--- config.mk ---
export PLATFORM = sky130hd
export DESIGN_NAME = rng_health_packer
export DESIGN_NICKNAME = d
export VERILOG_FILES = /design/src/rtl/rng_health_packer.sv
export SDC_FILE = /design/constraint.sdc
export NUM_CORES = 1
export LEC_CHECK = 0
export ABC_AREA = 1
export CAP_MARGIN = 20
export CELL_PAD_IN_SITES_DETAIL_PLACEMENT = 0
export CELL_PAD_IN_SITES_GLOBAL_PLACEMENT = 1
export CORE_UTILIZATION = 45
export CTS_CLUSTER_SIZE = 24
export DETAILED_ROUTE_END_ITERATION = 12
export GPL_TIMING_DRIVEN = 0
export PLACE_DENSITY_LB_ADDON = 0.1
export SYNTH_ARGS = -nofsm -noshare
export SYNTH_HDL_FRONTEND = slang
export SYNTH_SLANG_ARGS = --single-unit
--- constraint.sdc ---
create_clock -name clk -period 3.53 [get_ports clk]
set_input_delay 0.353 -clock clk [delete_from_list [all_inputs] [get_ports clk]]
set_output_delay 0.353 -clock clk [all_outputs]
set_load 0.02 [all_outputs]
--- src/rtl/rng_health_packer.sv ---
// rng_health_packer: conditions a ring-oscillator entropy bit for the UART.
// Synchronises the raw bit, runs repetition-count and adaptive-proportion
// health tests, Von Neumann de-biases, packs bytes LSB-first and presents
// them through a valid/ready register that drops bytes under back-pressure.
module rng_health_packer #(
    parameter int WARMUP_BITS = 4096,
    parameter int RCT_CUTOFF  = 32,
    parameter int APT_WINDOW  = 1024,
    parameter int APT_CUTOFF  = 600
) (
    input  logic        clk,
    input  logic        reset,
    input  logic        raw_bit,
    output logic [7:0]  out_byte,
    output logic        out_valid,
    input  logic        out_ready,
    output logic [1:0]  health_fail,
    output logic [15:0] drop_count
);

    localparam int WU_W   = $clog2(WARMUP_BITS);
    localparam int RCT_W  = $clog2(RCT_CUTOFF + 1);
    localparam int AIDX_W = $clog2(APT_WINDOW);
    localparam int ACNT_W = $clog2(APT_CUTOFF + 1);

    typedef enum logic [1:0] {WARMUP, RUN, FAIL} state_t;

    state_t            state;
    logic [WU_W-1:0]   wu_cnt;
    logic              sync1, s;
    logic              rct_prev;
    logic [RCT_W-1:0]  rct_run, rct_next;
    logic              apt_ref;
    logic [AIDX_W-1:0] apt_idx;
    logic [ACNT_W-1:0] apt_cnt, apt_next;
    logic              rct_trip, apt_trip, trip;
    logic              phase, pair_a;
    logic [2:0]        bit_idx;
    logic [7:0]        pack_reg, cand_byte;
    logic              accept, cand_valid;

    // Two-flop synchroniser; s is the sample consumed every cycle.
    always_ff @(posedge clk or posedge reset) begin
        if (reset) begin
            sync1 <= 1'b0;
            s     <= 1'b0;
        end else begin
            sync1 <= raw_bit;
            s     <= sync1;
        end
    end

    // Next-state of both health counters; they saturate at the cutoff so they never wrap.
    always_comb begin
        rct_next = rct_run;
        if (rct_run == '0 || s != rct_prev)
            rct_next = RCT_W'(1);
        else if (rct_run != RCT_W'(RCT_CUTOFF))
            rct_next = rct_run + RCT_W'(1);

        apt_next = apt_cnt;
        if (apt_idx == '0)
            apt_next = ACNT_W'(1);
        else if (s == apt_ref && apt_cnt != ACNT_W'(APT_CUTOFF))
            apt_next = apt_cnt + ACNT_W'(1);

        rct_trip = (rct_next == RCT_W'(RCT_CUTOFF));
        apt_trip = (apt_next == ACNT_W'(APT_CUTOFF));
        // Only the first trip is recorded; once in FAIL the flags are frozen.
        trip     = (rct_trip || apt_trip) && (state != FAIL);
    end

    // Health-test counters and sticky failure flags.
    always_ff @(posedge clk or posedge reset) begin
        if (reset) begin
            rct_prev    <= 1'b0;
            rct_run     <= '0;
            apt_ref     <= 1'b0;
            apt_idx     <= '0;
            apt_cnt     <= '0;
            health_fail <= 2'b00;
        end else begin
            rct_prev <= s;
            rct_run  <= rct_next;
            apt_cnt  <= apt_next;
            if (apt_idx == '0)
                apt_ref <= s;
            apt_idx <= (apt_idx == AIDX_W'(APT_WINDOW - 1)) ? '0 : apt_idx + AIDX_W'(1);
            if (trip)
                health_fail <= health_fail | {apt_trip, rct_trip};
        end
    end

    // Mode FSM: discard the warm-up samples, run, and latch FAIL until reset.
    always_ff @(posedge clk or posedge reset) begin
        if (reset) begin
            state  <= WARMUP;
            wu_cnt <= '0;
        end else begin
            case (state)
                WARMUP: begin
                    if (trip)
                        state <= FAIL;
                    else if (wu_cnt == WU_W'(WARMUP_BITS - 1))
                        state <= RUN;
                    else
                        wu_cnt <= wu_cnt + WU_W'(1);
                end
                RUN:     if (trip) state <= FAIL;
                default: state <= FAIL;
            endcase
        end
    end

    // Accepted bit lands at bit_idx; the 8th bit completes the candidate byte.
    always_comb begin
        accept       = phase && (s != pair_a) && (state == RUN);
        cand_byte    = pack_reg;
        cand_byte[bit_idx] = pair_a;
        cand_valid   = accept && (bit_idx == 3'd7);
    end

    // De-bias pairing and byte packing; a trip throws away the partial byte.
    always_ff @(posedge clk or posedge reset) begin
        if (reset) begin
            phase    <= 1'b0;
            pair_a   <= 1'b0;
            bit_idx  <= 3'd0;
            pack_reg <= 8'h00;
        end else begin
            phase <= ~phase;
            if (!phase)
                pair_a <= s;
            if (trip) begin
                bit_idx <= 3'd0;
            end else if (accept) begin
                pack_reg <= cand_byte;
                bit_idx  <= bit_idx + 3'd1;
            end
        end
    end

    // Output register: load when free or draining this cycle, otherwise count a drop.
    always_ff @(posedge clk or posedge reset) begin
        if (reset) begin
            out_byte   <= 8'h00;
            out_valid  <= 1'b0;
            drop_count <= 16'h0000;
        end else if (trip) begin
            out_valid <= 1'b0;
        end else if (cand_valid) begin
            if (!out_valid || out_ready) begin
                out_byte  <= cand_byte;
                out_valid <= 1'b1;
            end else if (drop_count != 16'hFFFF) begin
                drop_count <= drop_count + 16'd1;
            end
        end else if (out_valid && out_ready) begin
            out_valid <= 1'b0;
        end
    end

endmodule

==> impl.org <==
** Die
- X dimension of the die :: roughly 100 µm
- The die covers around 11000 µm².
- I/O pins :: 31
- The floorplan has 36 rows.
- For this configuration, the core starts out at a cell density of 0.467.
- The floorplan step defined a core boundary enclosing 9820 µm².
- Floorplan die height :: 103 µm

** GRT
- For this run, global-route usage on met3 was measured as 0.0312.
- First-pass GRT wire length :: between 15 and 20 mm
- GR Util met1 :: 0.290
- In the global route stage, met2 resource usage came out at 0.319.
- In the global route stage, overall resource usage came out at 0.206.
- The number of global-route vias before repair is 3687.
- After global routing, the most crowded layer is met2.
- After global routing the overflow that remains totals 0.
- Number of antenna violations at the first check in global routing :: 0
- Entering global routing, the biggest net connects 59 pins.

** Power
- In this run the power spent charging and discharging nets is a little over 700 µW.
- The design draws ~2.3 mW.
- Switching share of power :: 0.305
- Cell-internal power :: roughly 1.6 mW
- Flop pwr share :: 0.488
- Power spread over the standard cell area amounts to between 400 and 500 nW/µm².
- Of the total power, combinational logic draws 0.185.
- Portion of total power attributed to the clock network :: 0.327
- IR analysis of the VDD net gives a maximum drop of roughly 0.00021 V.
- Standby leakage power :: approximately 2.7 nW

** Placed design
- Routability-driven placement finished with a final weighted congestion of slightly below 0.8.
- Port buffering added 30 buffers.
- Summed over all nets, the half-perimeter wirelength after detailed placement is roughly 6.9 mm.
- Prior to clock tree synthesis, the placed netlist has a worst setup slack of ~1000 ps.

** Clock network
- Clock tree synthesis selected as its root buffer the cell sky130_fd_sc_hd__clkbuf_8.
- The clock drives 84 sinks.
- Clock tree from TritonCTS :: built
- Once the clock tree was built, the setup fixing pass inserted 0 buffers.
- CTS Hold Bufs :: 0
- Skew-Pair Late Insertion Delay :: ~350 ps
- In this run, CTS created clock tree buffers numbering 9.
- Gates resized during post-CTS repair numbered 0.
- After clock tree synthesis, the clock-pin slew on the worst setup and hold paths is about 90 ps.
- Counting along the longest clock path gives a buffer depth of 2.
- The H-tree generated during clock tree synthesis spans 3 levels.

** Setup path
- Capturing instance or port of the critical path :: pack_reg[7]
- Top cell by count, worst path :: sky130_fd_sc_hd__nand2_1
- The setup path with the least slack is of type flop to flop.
- The startpoint identified for the worst register-to-register timing path is apt_cnt[0].
- Along the worst path, the maximum fanout reaches 10.
- The worst setup path is launched from a flop.
- In this run the critical register-to-register path is captured at pack_reg[7].
- Critical path origin :: apt_cnt[0]
- STA puts the critical path data arrival time at 2790 ps.
- Cell Chain, Critical Path :: inv_1 -> ha_1 -> nand2_1 -> nor2_1 -> nand3_2 -> nand2_1 -> inv_1 -> nand2_1 -> and2_1 -> nand3_1 -> nor2_1 -> nand3_1 -> nand2_1 -> nor2_1 -> buf_2 -> nand2_1 -> nand2_1
- Slowest stage cell, crit path :: sky130_fd_sc_hd__dfrtp_1
- Measured in cells, the most critical reg-to-reg path has a length of 17.
- For the worst setup path, the data required time is between 3000 and 4000 ps.
- The worst register-to-register path has a setup slack of between 900 and 1000 ps.
- STA classifies the critical path endpoint as a flop.
- On the worst path, the slowest cell contributes a delay of 400 ps.

** Outcome
- Result of the run :: complete, no violations

** Cells and area
- Largest registers in the final layout :: drop_count (16), wu_cnt (12)
- Most frequent cells in the layout :: sky130_fd_sc_hd__nand2_1 (190), sky130_fd_sc_hd__dfrtp_1 (84), sky130_fd_sc_hd__inv_1 (72)
- The filler cells instantiated in the layout total between 900 and 1k.
- Number of flip-flops under the largest register name :: 16
- In the final layout, the share of cells above drive strength 1 is 0.0528.
- Commonest non-fill, non-tap cell in the layout :: sky130_fd_sc_hd__nand2_1
- More flip-flops sit in one register than any other, and that register is drop_count.
- After the last flow step, the layout net total stands at 653.
- 0 antenna diodes ended up in the layout.
- Area Growth Syn to Fin :: 15.6%

** Drt
- Across all layers, the routed design uses ~3.8k vias.
- Routed Wire Length :: 9.59 mm
- In this run the remaining antenna-violating nets after routing total 0.
- Drt first pass iters :: 4
- Using the TritonRoute via totals, the vias-per-cell ratio works out to 4.93.
- Post-route DRC :: 0
- Number of DRC markers in iteration 0 :: between 100 and 150
- Detailed-route wire length per cell :: 12.3 µm

** Hold path
- The worst hold path belongs to the class input port to asynchronous set/reset pin.

** Timing
- The final number of hold-violating endpoints is 0.
- At the pin with the least slew margin, the transition time is roughly 760 ps.
- Hold WS :: 325 ps
- Setup violations remaining at the end of the flow were counted as 0.
- For this run, the top clock speed supported by timing is approximately 0.39 GHz.
- The clock period could shrink to 2550 ps.
- Summed over all failing endpoints, the final setup total negative slack is 0 ps.
- Setup repair after global routing left no endpoint under its margin.
- Final worst clock skew :: approximately 9.6 ps
- In the finished design, the share of the clock period the worst path needs comes to 0.722.
- Setup slack on the critical path of the routed design comes to ~1000 ps.
- The number of max-slew violations in the final report was 0.
- The worst pin sits at a relative slew slack of 0.491.

** Logic synthesis
- For this run, the number of Yosys warnings is 0.
- Counting every net in the synthesized netlist gives ~610.
- The number of different library cells used by synthesis comes to 29.
- Cell taking the most area after synthesis :: sky130_fd_sc_hd__dfrtp_1
- The cell area that synthesis handed to floorplanning was 4590 µm².
- Synthesis produced 597 cells.
- Per-instance average area after synthesis :: between 7 and 8 µm²
- Of the synthesized area, sequential elements account for 0.458.
- Synthesis inferred 84 register bits.
- Sorting the synthesized cells by area gives the leading types as sky130_fd_sc_hd__dfrtp_1 (46%), sky130_fd_sc_hd__nand2_1 (16%), sky130_fd_sc_hd__nand4_1 (6.1%).
- Share of the synthesized area in the top cell type :: 0.458

** Run
- Max-cap violations :: 0
==> cells in the mapped netlist <==
cell type and instances:
sky130_fd_sc_hd__and2_1 1, sky130_fd_sc_hd__nand2_4 1, sky130_fd_sc_hd__buf_1 2, sky130_fd_sc_hd__inv_1 73
sky130_fd_sc_hd__nor2_1 52, sky130_fd_sc_hd__nor3b_1 2, sky130_fd_sc_hd__buf_2 3, sky130_fd_sc_hd__xnor2_1 11
sky130_fd_sc_hd__o21a_1 1, sky130_fd_sc_hd__o21ai_0 17, sky130_fd_sc_hd__buf_6 2, sky130_fd_sc_hd__nor3_1 9
sky130_fd_sc_hd__a21oi_1 4, sky130_fd_sc_hd__nor4_2 1, sky130_fd_sc_hd__nand3_1 46, sky130_fd_sc_hd__clkinv_1 1
sky130_fd_sc_hd__clkbuf_1 5, sky130_fd_sc_hd__buf_4 2, sky130_fd_sc_hd__nand2_2 4, sky130_fd_sc_hd__dfrtp_1 84
sky130_fd_sc_hd__nand2_1 190, sky130_fd_sc_hd__a31oi_1 1, sky130_fd_sc_hd__nand4_1 45, sky130_fd_sc_hd__a211oi_1 1
sky130_fd_sc_hd__ha_1 10, sky130_fd_sc_hd__nand3_2 3, sky130_fd_sc_hd__nor2_2 2, sky130_fd_sc_hd__nor4_1 2
sky130_fd_sc_hd__xor2_1 22
==> per-stage QoR <==
stage / util / instance area (µm²) / std cells
after floorplan: - / 4590 / 597
after global placement: 0.515 / 5060 / 760
after detailed placement: 0.518 / 5090 / 761
after CTS: 0.540 / 5300 / 777
after global routing: 0.540 / 5300 / 777
final: 0.540 / 5300 / 777
==> critical path: cells and delay by family, from the launching register on <==
family                   cells  cell delay (ps)
AND/OR/NAND/NOR             13             1480
flip-flops                   1              400
buffers and inverters        3              390
adder cells (fa/ha/maj)      1              170
==> cell families (layout without fill, tap and decap cells) <==
logic type / Yosys count / after routing / share of synthesized area
fa+ha+maj: 10 / 10 / 0.0273
compound gates: 24 / 24 / 0.0275
flops: 84 / 84 / 0.458
buf+inv: 88 / 135 / 0.0777
simple gates: 358 / 358 / 0.347
xor+xnor: 33 / 33 / 0.0630
==> power by group through the flow <==
| stage | logic (mW) | clock network [mW] | registers, mW |
|---|---|---|---|
| after floorplan | 0.344 | 0 | 1.12 |
| after global placement | 0.420 | 0 | 1.15 |
| after detailed placement | 0.432 | 0 | 1.15 |
| after CTS | 0.434 | 0.792 | 1.13 |
| after global routing | 0.504 | 0.832 | 1.14 |
| final | 0.429 | 0.758 | 1.13 |
==> final cells by class <==
cell class              count  area (µm²)  share of cell area
plain buffers              14        78.8              0.0149
clock buffers              12         145              0.0274
clock inverters             4        72.6              0.0137
inverters                  74         280              0.0528
multi-input cells         425        2130               0.402
flip-flops and latches     84        2100               0.396
well taps                 133         166              0.0314
repair buffers             31         328              0.0618
==> how the worst min path moves through the flow <==
stage | from | endpoint | slack, ps | cells past startpoint
5_1_grt | reset | apt_cnt[8] | 350 | 2
3_5_place_dp | sync1 | s | 330 | 0
3_3_place_gp | sync1 | s | 340 | 0
2_1_floorplan | sync1 | s | 330 | 0
4_1_cts | reset | apt_cnt[8] | 330 | 2
6_report | reset | apt_cnt[8] | 320 | 2
==> routing by layer <==
layer	vias to the layer above	routed length, µm
met3	11	331
met4	0	160
li1	1995	-
met5	-	0
met1	1771	4840
met2	50	4250
Power figures use the tool's default switching activity.
